===== config.mk =====
export PLATFORM = sky130hd
export DESIGN_NAME = icache_flat
export DESIGN_NICKNAME = d
export VERILOG_FILES = /design/src/rtl/icache_pkg.sv /design/src/rtl/icache_if.sv /design/src/rtl/icache.sv /design/src/flat_wrapper.sv
export SDC_FILE = /design/constraint.sdc
export NUM_CORES = 1
export LEC_CHECK = 0
export BUFFER_PORTS_ARGS = -buffer_cell sky130_fd_sc_hd__buf_4
export CAP_MARGIN = 0
export CELL_PAD_IN_SITES_DETAIL_PLACEMENT = 1
export CELL_PAD_IN_SITES_GLOBAL_PLACEMENT = 1
export CORE_UTILIZATION = 44
export CTS_CLUSTER_SIZE = 8
export DETAILED_ROUTE_END_ITERATION = 8
export GPL_TIMING_DRIVEN = 0
export HOLD_SLACK_MARGIN = 0.03
export PLACE_DENSITY_LB_ADDON = 0.1
export SETUP_SLACK_MARGIN = 0.1
export SKIP_CTS_REPAIR_TIMING = 1
export SLEW_MARGIN = 15
export SYNTH_ARGS = -nofsm -noshare
export SYNTH_HDL_FRONTEND = slang
export SYNTH_SLANG_ARGS = --single-unit

===== constraint.sdc =====
create_clock -name CLK -period 14.2 [get_ports CLK]
set_clock_uncertainty 0.1 [all_clocks]
set_input_delay 1.42 -clock CLK [delete_from_list [all_inputs] [get_ports CLK]]
set_output_delay 1.42 -clock CLK [all_outputs]
set_load 0.01 [all_outputs]

===== src/rtl/icache_pkg.sv =====
// Shared types and constants for the direct-mapped instruction cache.
package icache_pkg;

    localparam int ICACHE_SETS     = 8;
    localparam int ICACHE_BLKWORDS = 2;
    // Widest tag (SETS=2); narrower tags are stored zero-extended.
    localparam int ICACHE_TAGW_MAX = 28;

    typedef struct packed {
        logic                             valid;
        logic [ICACHE_TAGW_MAX-1:0]       tag;
        logic [ICACHE_BLKWORDS-1:0][31:0] data;
    } icache_frame_t;

endpackage


===== src/rtl/icache_if.sv =====
// Datapath fetch port plus coherence-controller fill port of the icache.
interface icache_if;

    logic        dp_iREN;
    logic [31:0] dp_iaddr;
    logic        flush;
    logic        dp_ihit;
    logic [31:0] dp_iload;
    logic        cc_iREN;
    logic [31:0] cc_iaddr;
    logic        cc_iwait;
    logic [31:0] cc_iload;

    modport master (
        output dp_iREN, dp_iaddr, flush, cc_iwait, cc_iload,
        input  dp_ihit, dp_iload, cc_iREN, cc_iaddr
    );

    modport slave (
        input  dp_iREN, dp_iaddr, flush, cc_iwait, cc_iload,
        output dp_ihit, dp_iload, cc_iREN, cc_iaddr
    );

endinterface


===== src/rtl/icache.sv =====
// Direct-mapped, two-word-block instruction cache with a two-grant fill sequence.
module icache
    import icache_pkg::*;
#(
    parameter int SETS = ICACHE_SETS
) (
    input  logic     CLK,
    input  logic     nRST,
    icache_if.slave  bus
);

    localparam int IDXW = $clog2(SETS);

    typedef enum logic [1:0] {
        IDLE  = 2'd0,
        FILL0 = 2'd1,
        FILL1 = 2'd2
    } state_t;

    state_t                      r_state;
    state_t                      w_next_state;
    icache_frame_t               r_frames [SETS];
    logic [31:0]                 r_fill_addr;
    logic [31:0]                 r_word0;

    logic [IDXW-1:0]             w_idx;
    logic [IDXW-1:0]             w_fill_idx;
    logic [ICACHE_TAGW_MAX-1:0]  w_tag;
    logic [ICACHE_TAGW_MAX-1:0]  w_fill_tag;
    logic [31:0]                 w_word;
    logic                        w_hit;
    logic                        w_start_fill;
    logic                        w_cap_word0;
    logic                        w_write_line;
    wire                         w_unused = ^bus.dp_iaddr[1:0];

    assign w_idx      = bus.dp_iaddr[2+IDXW:3];
    assign w_tag      = ICACHE_TAGW_MAX'(bus.dp_iaddr >> (3 + IDXW));
    assign w_fill_idx = r_fill_addr[2+IDXW:3];
    assign w_fill_tag = ICACHE_TAGW_MAX'(r_fill_addr >> (3 + IDXW));
    assign w_word     = r_frames[w_idx].data[bus.dp_iaddr[2]];

    // Lookup, fill sequencing and next-state decode.
    always_comb begin
        w_next_state = r_state;
        w_hit        = 1'b0;
        w_start_fill = 1'b0;
        w_cap_word0  = 1'b0;
        w_write_line = 1'b0;
        bus.dp_ihit  = 1'b0;
        bus.dp_iload = 32'd0;
        bus.cc_iREN  = 1'b0;
        bus.cc_iaddr = 32'd0;
        case (r_state)
            IDLE: begin
                w_hit = bus.dp_iREN && !bus.flush && r_frames[w_idx].valid &&
                        (r_frames[w_idx].tag == w_tag);
                bus.dp_ihit  = w_hit;
                bus.dp_iload = w_hit ? w_word : 32'd0;
                if (!bus.flush && bus.dp_iREN && !w_hit) begin
                    w_start_fill = 1'b1;
                    w_next_state = FILL0;
                end else begin
                    w_next_state = IDLE;
                end
            end
            FILL0: begin
                bus.cc_iREN  = 1'b1;
                bus.cc_iaddr = r_fill_addr;
                if (bus.flush) begin
                    w_next_state = IDLE;
                end else if (!bus.cc_iwait) begin
                    w_cap_word0  = 1'b1;
                    w_next_state = FILL1;
                end else begin
                    w_next_state = FILL0;
                end
            end
            FILL1: begin
                bus.cc_iREN  = 1'b1;
                bus.cc_iaddr = r_fill_addr + 32'd4;
                if (bus.flush) begin
                    w_next_state = IDLE;
                end else if (!bus.cc_iwait) begin
                    w_write_line = 1'b1;
                    w_next_state = IDLE;
                end else begin
                    w_next_state = FILL1;
                end
            end
            default: begin
                w_next_state = IDLE;
            end
        endcase
    end

    // State, fill registers and the set array; only valid bits are reset.
    always_ff @(posedge CLK or negedge nRST) begin
        if (!nRST) begin
            r_state     <= IDLE;
            r_fill_addr <= 32'd0;
            r_word0     <= 32'd0;
            for (int i = 0; i < SETS; i++) begin
                r_frames[i].valid <= 1'b0;
            end
        end else begin
            r_state <= w_next_state;
            if (bus.flush) begin
                for (int i = 0; i < SETS; i++) begin
                    r_frames[i].valid <= 1'b0;
                end
            end else if (w_write_line) begin
                r_frames[w_fill_idx] <= '{valid: 1'b1, tag: w_fill_tag,
                                          data: {bus.cc_iload, r_word0}};
            end
            if (w_start_fill) begin
                r_fill_addr <= {bus.dp_iaddr[31:3], 3'b000};
            end
            if (w_cap_word0) begin
                r_word0 <= bus.cc_iload;
            end
        end
    end

endmodule


===== src/flat_wrapper.sv =====
// flat-port wrapper written by rule: the top's interface ports become plain ports
module icache_flat import icache_pkg::*;
#(
    parameter int SETS = ICACHE_SETS
)
  (CLK, nRST, bus_dp_iREN, bus_dp_iaddr, bus_flush, bus_cc_iwait, bus_cc_iload, bus_dp_ihit, bus_dp_iload, bus_cc_iREN, bus_cc_iaddr);
  icache_if bus_i ();
  input  logic CLK;
  input  logic nRST;
  input wire logic [$bits(bus_i.dp_iREN)-1:0] bus_dp_iREN;
  input wire logic [$bits(bus_i.dp_iaddr)-1:0] bus_dp_iaddr;
  input wire logic [$bits(bus_i.flush)-1:0] bus_flush;
  input wire logic [$bits(bus_i.cc_iwait)-1:0] bus_cc_iwait;
  input wire logic [$bits(bus_i.cc_iload)-1:0] bus_cc_iload;
  output wire logic [$bits(bus_i.dp_ihit)-1:0] bus_dp_ihit;
  output wire logic [$bits(bus_i.dp_iload)-1:0] bus_dp_iload;
  output wire logic [$bits(bus_i.cc_iREN)-1:0] bus_cc_iREN;
  output wire logic [$bits(bus_i.cc_iaddr)-1:0] bus_cc_iaddr;
  assign bus_i.dp_iREN = bus_dp_iREN;
  assign bus_i.dp_iaddr = bus_dp_iaddr;
  assign bus_i.flush = bus_flush;
  assign bus_i.cc_iwait = bus_cc_iwait;
  assign bus_i.cc_iload = bus_cc_iload;
  assign bus_dp_ihit = bus_i.dp_ihit;
  assign bus_dp_iload = bus_i.dp_iload;
  assign bus_cc_iREN = bus_i.cc_iREN;
  assign bus_cc_iaddr = bus_i.cc_iaddr;
  icache #(.SETS(SETS)) u_core (.CLK(CLK), .nRST(nRST), .bus(bus_i));
endmodule

==> results.cfg <==
[sta]
relSlewSlack_pct = 30.0
post-route-min-period_ps = 6810
setup_violations = 0
hold_violations = 0
tns_ps = 0
maxSlewViolCount = 0
fin_hold_ws_ps = 445
worst_pin_slew_ps = 1050
finalCritPeriodShare_pct = 48.0
rsz0062_at_grt = false
max_freq_ghz = 0.147

[routing]
drc_errors = 0
first_pass_iters = 5
totalWireLength_mm = 74.5
via_per_inst = 5.46
ant_nets = 0
drt_iter0_drc = 1083
post_drt_wl_per_cell_um = 28.1
vias = 14471

[synthesis]
synth-edff-count = 720
synth_top_area_cell = edfxtp_1
synth_sequential_area_ratio_pct = 75.7
ys_types = 44
yosysWarnings = 0
synth.avg_cell_area_um2 = 22.6
synth_cells = 1366
async_reset_ff_share_pct = 8.98
synth_top_cells_by_count = 720 x edfxtp_1, 195 x mux4_2, 71 x dfrtp_1
yosys-top-cells-area = edfxtp_1 70%, mux4_2 14%, dfrtp_1 5.7%, mux2i_1 1.6%, nor2b_4 1.3%
mappedNetlistArea_um2 = 30900
synth-seq-cells = 791
synth_top_flop_cell = edfxtp_1
synth_most_common_cell = edfxtp_1
synth_top_cell_area_share_pct = 69.9

[clock_network]
cts_sinks = 791
clk_pin_slew_ps = 50
clockRootBuffer = clkbuf_16
tritoncts = done
numCtsBuffers = 108
h-tree-depth = 3
cts_max_path_buffers = 3
insertion_delay_ps = 650

[cells_and_area]
antenna_cells = 0
final_cells = 2651
drive_gt1_share_pct = 34.8
areaGrowthSynthToFinish_pct = 20.6
nets = 1723

[worst_setup_path]
cp_top_family = simple AND/OR/NAND/NOR gates
critPathKind = input pin to output port
cp-start-kind = input pin
critical_path.max_stage_delay_ps = 770
crit_path_end_kind = output port
cp_max_fo = 10
worstPathCellList = buf_4 > buf_6 > buf_2 > buf_2 > mux2i_1 > xnor2_1 > nor4_1 > nand2_1 > or4b_4 > nor2b_1 > buf_4
required_ps = 12680
cp_num_buf_inv = 5
crit_arrival_ps = 5290
slowest_stage = nor4_1

[place]
dp_cells = 2471
gp_congestion = 0.706
dpl.hpwl_mm = 47.2
portBuffers = 129

[grt]
grt_pass1_vias = 15918
antenna_found_initial = 1
grt_pass1_wl_mm = 109
grt_usage_pct = 21.7
grt_start_max_net_pins = 74
grt-ovfl-total = 0

[run_status]
status = completed

[floorplan]
die_w_um = 267
dieArea_um2 = 71300
core_area_um2 = 69100
die_h_um = 267
pin_count = 135
num_rows = 96
start_util_pct = 44.8

[power]
ir_worst_vdd_v = 0.000115
p_per_area_nw_per_um2 = 146
p_leak_uw = 0.0126

[worst_hold_path]
min_path_type = flip-flop to flip-flop

[flow_run]
drv_cap = 0
==> path summary, 6_finish.rpt <==
kind / from / to / slack, ps / depth (start not counted)
max: bus_dp_iaddr[3] / bus_dp_iload[26] / 7390 / 11
min: u_core.r_frames[743] / u_core.r_frames[743] / 450 / 2
max reg2reg: u_core.r_frames[632] / u_core.r_fill_addr[4] / 10760 / 8
min reg2reg: u_core.r_frames[743] / u_core.r_frames[743] / 450 / 2
max in group asynchronous: nRST / u_core.r_fill_addr[16] / 12470 / 1
min in group asynchronous: nRST / u_core.r_word0[15] / 830 / 1
==> final cells by class <==
type                       instances  area [um2]
multi-input combinational        492        7110
clock buffer                     177        3030
buffer                            69         414
tap                              931        1160
sequential                       791       23400
clock inverter                     3        55.1
timing repair buffer             173        2040
inverter                          15        56.3
fill                            5966       31800
==> metrics by stage <==
stage | utilization [%] | setup WS [ps] | total power (uW) | instance area (um2)
after detailed placement | 49.5 | 7310 | 3140 | 34200
after floorplan | - | 7760 | 2990 | 30900
after CTS | 54.0 | 7320 | 5490 | 37300
after global placement | 47.8 | 2010 | 3110 | 33000
after global routing | 54.0 | 7250 | 5610 | 37300
final | 54.0 | 7390 | 5440 | 37300
==> report_power, final <==
group / total, uW / switching, uW / internal [uW]
logic: 273 / 136 / 137
registers: 2820 / 114 / 2700
clock network: 2350 / 921 / 1430
total: 5440 / 1170 / 4270
==> layer usage <==
metal / routed length [um] / GRT usage [%]
met4: 1560 / 5.75
met3: 3110 / 4.10
met1: 31700 / 29.0
met2: 38000 / 36.6
met5: 9 / 0
==> sequential cells by signal, summed over array words and instances, names as in the netlist <==
name                flops
u_core.r_state          2
u_core.r_fill_addr     29
u_core.r_frames       728
u_core.r_word0         32
==> worst register-to-register path: cells and delay by family (launching register included) <==
family	cells	cell delay [ps]
XOR/XNOR	1	130
AO/OA/AOI/OAI	1	390
AND/OR/NAND/NOR	2	970
buffers and inverters	1	330
multiplexers	3	1020
flip-flops	1	370
==> logic make-up (layout without fill, tap and decap cells) <==
kind of cell | after synthesis | count (layout) | share of synthesized area, %
compound gates | 30 | 30 | 0.801
xor+xnor | 26 | 26 | 0.737
fa+ha+maj | 4 | 4 | 0.162
buf+inv | 84 | 437 | 1.51
flops | 791 | 791 | 75.7
mux | 307 | 307 | 18.1
other cells | 1 | 2 | 0.0121
simple gates | 123 | 123 | 2.99
==> cells in the final DEF, fill, tap and decap left out, types with 5 or more instances in the layout <==
cell type  instances
o22ai_1            8
nor2_4             8
clkbuf_16        111
mux2i_1           50
buf_2             22
edfxtp_1         720
xnor2_1           11
buf_4            137
mux2_1            29
buf_16            25
dfrtp_1           71
mux2_2            32
xor2_1            15
a221oi_1           7
buf_6              5
nand2_1           17
a22o_1             7
nor2b_1            8
nand2b_1           5
and2_1            32
nor2b_4           29
inv_1             14
nor2_1             6
buf_12            22
mux4_2           195
clkbuf_1          89
Power figures use the tool's default switching activity.
